<file path="src/rtl/rv_imm_pkg.sv">
// Shared format codes, RV opcodes and skid-buffer state encoding for the
// immediate-generation stage.
package rv_imm_pkg;

  typedef logic [2:0] fmt_t;

  localparam fmt_t FMT_NONE  = 3'd0;
  localparam fmt_t FMT_I     = 3'd1;
  localparam fmt_t FMT_S     = 3'd2;
  localparam fmt_t FMT_B     = 3'd3;
  localparam fmt_t FMT_U     = 3'd4;
  localparam fmt_t FMT_J     = 3'd5;
  localparam fmt_t FMT_SHAMT = 3'd6;

  localparam logic [6:0] OPC_LOAD      = 7'h03;
  localparam logic [6:0] OPC_FENCE     = 7'h0F;
  localparam logic [6:0] OPC_OP_IMM    = 7'h13;
  localparam logic [6:0] OPC_AUIPC     = 7'h17;
  localparam logic [6:0] OPC_OP_IMM_32 = 7'h1B;
  localparam logic [6:0] OPC_STORE     = 7'h23;
  localparam logic [6:0] OPC_OP        = 7'h33;
  localparam logic [6:0] OPC_LUI       = 7'h37;
  localparam logic [6:0] OPC_OP_32     = 7'h3B;
  localparam logic [6:0] OPC_BRANCH    = 7'h63;
  localparam logic [6:0] OPC_JALR      = 7'h67;
  localparam logic [6:0] OPC_JAL       = 7'h6F;
  localparam logic [6:0] OPC_SYSTEM    = 7'h73;

  typedef enum logic [1:0] {
    BUF_EMPTY,
    BUF_ONE,
    BUF_FULL
  } buf_state_t;

  // SLLI/SRLI/SRAI share funct3 x01; everything else in OP-IMM is a plain I-type.
  function automatic logic is_shift(input logic [2:0] funct3);
    return funct3[1:0] == 2'b01;
  endfunction

endpackage

</file>
<file path="src/rtl/imm_decode.sv">
// Combinational immediate decoder: instruction word to sign-extended immediate,
// format code and illegal-encoding flag.
module imm_decode
  import rv_imm_pkg::*;
#(
  parameter int XLEN     = 32,
  parameter int RV64_OPS = 0
) (
  input  logic [31:0]     instr,
  output logic [XLEN-1:0] imm,
  output fmt_t            fmt,
  output logic            illegal
);

  localparam bit RV64 = (XLEN == 64) && (RV64_OPS != 0);

  logic [XLEN-1:0] imm_i;
  logic [XLEN-1:0] imm_s;
  logic [XLEN-1:0] imm_b;
  logic [XLEN-1:0] imm_u;
  logic [XLEN-1:0] imm_j;
  logic [XLEN-1:0] shamt5;
  logic [XLEN-1:0] shamt6;

  assign imm_i  = XLEN'($signed(instr[31:20]));
  assign imm_s  = XLEN'($signed({instr[31:25], instr[11:7]}));
  assign imm_b  = XLEN'($signed({instr[31], instr[7], instr[30:25], instr[11:8], 1'b0}));
  assign imm_u  = XLEN'($signed({instr[31:12], 12'b0}));
  assign imm_j  = XLEN'($signed({instr[31], instr[19:12], instr[20], instr[30:21], 1'b0}));
  assign shamt5 = XLEN'(instr[24:20]);
  assign shamt6 = XLEN'(instr[25:20]);

  // NOTE: every output gets a default before the case so no path leaves one unassigned (no latches).
  always_comb begin
    imm     = '0;
    fmt     = FMT_NONE;
    illegal = 1'b0;
    if (instr[1:0] != 2'b11) begin
      illegal = 1'b1;
    end else begin
      case (instr[6:0])
        OPC_LOAD, OPC_JALR, OPC_SYSTEM: begin
          fmt = FMT_I;
          imm = imm_i;
        end
        OPC_OP_IMM: begin
          if (is_shift(instr[14:12])) begin
            fmt = FMT_SHAMT;
            if (RV64) begin
              imm = shamt6;
            end else begin
              imm     = shamt5;
              illegal = instr[25];
            end
          end else begin
            fmt = FMT_I;
            imm = imm_i;
          end
        end
        OPC_OP_IMM_32: begin
          if (!RV64) begin
            illegal = 1'b1;
          end else if (is_shift(instr[14:12])) begin
            fmt     = FMT_SHAMT;
            imm     = shamt5;
            illegal = instr[25];
          end else begin
            fmt = FMT_I;
            imm = imm_i;
          end
        end
        OPC_STORE: begin
          fmt = FMT_S;
          imm = imm_s;
        end
        OPC_BRANCH: begin
          fmt = FMT_B;
          imm = imm_b;
        end
        OPC_LUI, OPC_AUIPC: begin
          fmt = FMT_U;
          imm = imm_u;
        end
        OPC_JAL: begin
          fmt = FMT_J;
          imm = imm_j;
        end
        OPC_OP, OPC_FENCE: ;
        OPC_OP_32: illegal = !RV64;
        default:   illegal = 1'b1;
      endcase
    end
  end

endmodule

</file>
<file path="src/rtl/imm_gen_stage.sv">
// Registered immediate-generation stage: decode plus PC-relative target ahead of
// a two-entry skid buffer with valid/ready on both sides.
module imm_gen_stage
  import rv_imm_pkg::*;
#(
  parameter int XLEN     = 32,
  parameter int RV64_OPS = 0
) (
  input  logic            clk,
  input  logic            rst,
  input  logic            flush,
  input  logic            in_valid,
  output logic            in_ready,
  input  logic [31:0]     in_instr,
  input  logic [XLEN-1:0] in_pc,
  output logic            out_valid,
  input  logic            out_ready,
  output logic [XLEN-1:0] out_imm,
  output fmt_t            out_fmt,
  output logic            out_illegal,
  output logic [XLEN-1:0] out_pc,
  output logic [XLEN-1:0] out_target
);

  typedef struct packed {
    logic [XLEN-1:0] imm;
    fmt_t            fmt;
    logic            illegal;
    logic [XLEN-1:0] pc;
    logic [XLEN-1:0] target;
  } entry_t;

  logic [XLEN-1:0] dec_imm;
  fmt_t            dec_fmt;
  logic            dec_illegal;
  logic            has_target;
  entry_t          new_entry;

  imm_decode #(
    .XLEN     (XLEN),
    .RV64_OPS (RV64_OPS)
  ) u_decode (
    .instr   (in_instr),
    .imm     (dec_imm),
    .fmt     (dec_fmt),
    .illegal (dec_illegal)
  );

  // JALR is excluded on purpose: its target depends on rs1.
  assign has_target = (dec_fmt == FMT_B) || (dec_fmt == FMT_J) ||
                      (in_instr[6:0] == OPC_AUIPC);

  always_comb begin
    new_entry.imm     = dec_imm;
    new_entry.fmt     = dec_fmt;
    new_entry.illegal = dec_illegal;
    new_entry.pc      = in_pc;
    new_entry.target  = has_target ? in_pc + dec_imm : '0;
  end

  buf_state_t state_q;
  buf_state_t state_d;
  entry_t     m_q;
  entry_t     k_q;
  logic       in_ready_q;
  logic       load_m;
  logic       load_k;
  logic       m_from_k;

  // In EMPTY and ONE the stage is always ready, so in_valid alone means a push.
  always_comb begin
    state_d  = state_q;
    load_m   = 1'b0;
    load_k   = 1'b0;
    m_from_k = 1'b0;
    if (flush) begin
      state_d = BUF_EMPTY;
    end else begin
      case (state_q)
        BUF_EMPTY: begin
          if (in_valid) begin
            load_m  = 1'b1;
            state_d = BUF_ONE;
          end
        end
        BUF_ONE: begin
          if (out_ready) begin
            if (in_valid) load_m = 1'b1;
            else          state_d = BUF_EMPTY;
          end else if (in_valid) begin
            load_k  = 1'b1;
            state_d = BUF_FULL;
          end
        end
        BUF_FULL: begin
          if (out_ready) begin
            m_from_k = 1'b1;
            state_d  = BUF_ONE;
          end
        end
        default: state_d = BUF_EMPTY;
      endcase
    end
  end

  // NOTE: sequential state uses non-blocking assignments so all flops update together at the edge.
  always_ff @(posedge clk or posedge rst) begin
    if (rst) begin
      state_q    <= BUF_EMPTY;
      in_ready_q <= 1'b1;
      m_q        <= '0;
    end else begin
      state_q    <= state_d;
      in_ready_q <= (state_d != BUF_FULL);
      if (load_m)        m_q <= new_entry;
      else if (m_from_k) m_q <= k_q;
    end
  end

  // NOTE: skid data has no reset; it is only ever read while the FULL state marks it valid.
  always_ff @(posedge clk) begin
    if (load_k) k_q <= new_entry;
  end

  assign in_ready    = in_ready_q;
  assign out_valid   = (state_q != BUF_EMPTY);
  assign out_imm     = m_q.imm;
  assign out_fmt     = m_q.fmt;
  assign out_illegal = m_q.illegal;
  assign out_pc      = m_q.pc;
  assign out_target  = m_q.target;

endmodule
</file>
<file path="config.mk">
export PLATFORM = sky130hd
export DESIGN_NAME = imm_gen_stage
export DESIGN_NICKNAME = d
export VERILOG_FILES = /design/src/rtl/rv_imm_pkg.sv /design/src/rtl/imm_decode.sv /design/src/rtl/imm_gen_stage.sv
export SDC_FILE = /design/constraint.sdc
export NUM_CORES = 1
export LEC_CHECK = 0
export CORE_ASPECT_RATIO = 1.1
export CORE_MARGIN = 1
export CORE_UTILIZATION = 50
export DETAILED_ROUTE_END_ITERATION = 10
export GPL_ROUTABILITY_DRIVEN = 0
export MAX_ROUTING_LAYER = met4
export PLACE_DENSITY_LB_ADDON = 0.15
export SYNTH_ARGS = -nofsm -noshare
export SYNTH_HDL_FRONTEND = slang
export SYNTH_SLANG_ARGS = --single-unit
</file>
<file path="constraint.sdc">
create_clock -name clk -period 11.45 [get_ports clk]
set_input_delay 1.7175 -clock clk [delete_from_list [all_inputs] [get_ports clk]]
set_output_delay 1.7175 -clock clk [all_outputs]
set_load 0.005 [all_outputs]
</file>
==> flow_summary.ini <==
[status]
status = finished clean

[finish]
final_common_cell = clkdlybuf4s50_1
final_cell_mix = 170 x clkdlybuf4s50_1, 157 x nand2_1, 102 x dfrtp_1
diodes = 0
syn2layout_area_growth_pct = 25.9
layout.nets = 1172
drive_above_1_share_pct = 5.81

[timing]
finalCritPeriodShare_pct = 50.6
worstMarginPinSlew_ns = 1.07
max_freq_mhz = 173
setup_tns_ns = 0
maxSlewHeadroom_pct = 28.7
rsz0062_at_grt = false
hold_ws_ns = 0.463
setup_viol = 0
final_max_slew_viol_count = 0
finalClockSkew_ns = 0.00686
min_period_ns = 5.79
hold_viol_final = 0

[setup_path]
crit_type = in -> reg
arrival_ns = 6.04
startpoint_type = primary input
end_kind = flop
worstPathMaxFanout = 11
cp.required_ns = 11.70

[routing]
avgRoutedWirePerCell_um = 20.6
vias = 7853
drt.antenna.violating_nets = 0
drc_errors = 0
wirelength_um = 27500
dr.pass1.iters = 6
first_iter_violations = 846
vias_per_cell = 5.90

[synthesis]
synth-seq-cells = 203
synth-edff-count = 100
yosys.area.top_type = edfxtp_1
syn_area_um2 = 10000
syn_avg_cell_area_um2 = 10.9
synth_cell_type_count = 67
yosys_warnings = 0
yosys.area.top_type_share_pct = 30.0
synthArstFlopShare_pct = 50.7
syn-num-nets = 1020
ys.flop_type = dfrtp_1
yosys-top-cells-area = edfxtp_1 30%, dfrtp_1 26%, nand2_1 5.9%
yosysSeqAreaShare_pct = 55.8
netlist_instances = 919

[cts]
htreeDepth = 1
cts_setup_buffers = 0
ctsHoldBuffers = 0
cts.sinks = 203
clk_latency_ns = 0.50
ctsLongestPathBuffers = 3
clkTransAtPathRegs_ns = 0.06
cts_buffers = 22
cts_root_buf = clkbuf_16
cts_tree = built
cts_resized = 0

[power_and_ir_drop]
p_seq_share_pct = 47.1
leakage_nw = 5.28
internal_power_mw = 1.33
power_per_cell_area_nw_per_um2 = 140
power_frac_comb_pct = 14.1
p_clk_share_pct = 38.9
vdd_drop_max_mv = 0.0935
switching_share_pct = 24.2
p_switching_mw = 0.426

[floorplanning]
die_w_um = 137
die_area_um2 = 20600
top_level_ports = 171
die_h_um = 150
start_util_pct = 51.7
fp.coreArea_um2 = 19400
std_cell_rows = 53

[global_routing]
grt_pass1_vias = 7504
overflow = 0
antenna_found_initial = 0
track_usage_pct = 27.6
grt_start_max_net_pins = 78
grt_pass1_wl_um = 42100

[placement]
portBuffers = 170
hpwl_um = 18900

[run]
timing.max_cap.violations = 0

[min_path]
hp-class = reg -> reg
[power by group through the flow]
stage,registers (mW),logic [mW],clock network (mW)
floorplan,0.842,0.108,0
global placement,0.841,0.244,0
detailed placement,0.842,0.246,0
CTS,0.828,0.248,0.695
global route,0.832,0.270,0.722
finish,0.828,0.247,0.683
[registers in the layout (all words and copies together), names as in the netlist]
register	cells
in_ready	1
k_q	100
out_fmt	3
out_illegal	1
out_imm	32
out_pc	32
out_target	32
state_q	2
[synthesized netlist by cell type, drive strengths merged, types with 4 or more instances]
master / n
mux2i: 27
and2: 11
ha: 31
or3: 4
a21o: 44
nand3: 9
dfrtp: 102
a22oi: 52
nand3b: 4
and3: 6
a211oi: 6
xor2: 14
a22o: 15
a21oi: 40
o21ai: 38
nor3: 12
a222oi: 6
or2: 5
nand4: 6
o21a: 8
o31ai: 4
nor2b: 10
nand2b: 11
xnor2: 13
nand2: 157
a211o: 4
buf: 19
nor2: 49
clkbuf: 33
a31oi: 7
a21boi: 4
edfxtp: 100
o211ai: 5
o22ai: 10
inv: 15
[metal layers]
layer / routed length, um / global-route usage [%] / vias up
met5: 0 / - / -
met1: 12100 / 38.3 / 3792
li1: - / - / 3696
met4: 518 / 7.25 / 0
met3: 1910 / 3.50 / 40
met2: 13000 / 43.1 / 325
[per-stage QoR]
stage	area (um^2)	setup WS, ns	power, mW	std cells	utilization, %
6_report	12600	5.66	1.76	1332	65.0
3_5_place_dp	11900	5.24	1.09	1294	61.5
5_1_grt	12600	5.33	1.82	1332	65.0
2_1_floorplan	10000	2.13	0.951	919	-
4_1_cts	12600	5.73	1.77	1332	65.0
3_3_place_gp	11900	5.41	1.09	1294	61.5
[logic make-up (layout without fill, tap and decap cells)]
family                   after synthesis  after routing  synth area share (%)
flip-flops                           203            203                  55.8
buffers and inverters                 67            233                  2.70
adder cells (fa/ha/maj)               32             32                  4.08
multiplexers                          30             30                  3.04
AND/OR/NAND/NOR                      291            291                  13.0
XOR/XNOR                              27             27                  2.36
AO/OA/AOI/OAI                        269            269                  19.1
[final cells by class]
cell class / instances / area [um^2]
tap: 247 / 309
sequential: 203 / 5580
inverter: 15 / 58.8
clock inverter: 7 / 62.6
multi-input combinational: 649 / 4180
fill: 1590 / 6770
timing repair buffer: 180 / 1780
clock buffer: 31 / 626
[critical path: stages]
cell	delay (ns)
clkdlybuf4s50_1	0.64
nor2_1	0.35
and4b_1	0.34
a21o_1	0.16
a41oi_2	0.10
nor2b_1	0.73
a21o_1	0.20
ha_1	0.29
a21oi_1	0.15
o21ai_0	0.11
or2_2	0.29
a211oi_1	0.23
o31ai_1	0.12
or3_1	0.41
and3_1	0.20
[path summary, 6_finish.rpt]
check | startpoint | end | slack (ns) | cells past startpoint
setup / recovery | in_instr[3] | k_q[31] | 5.66 | 15
hold / removal | k_q[49] | out_pc[17] | 0.46 | 2
setup reg to reg | state_q[0] | out_target[12] | 8.89 | 7
hold reg to reg | k_q[49] | out_pc[17] | 0.46 | 2
max in group asynchronous | rst | out_imm[11] | 8.53 | 3
min in group asynchronous | rst | out_imm[1] | 1.64 | 2
Power figures use the tool's default switching activity.
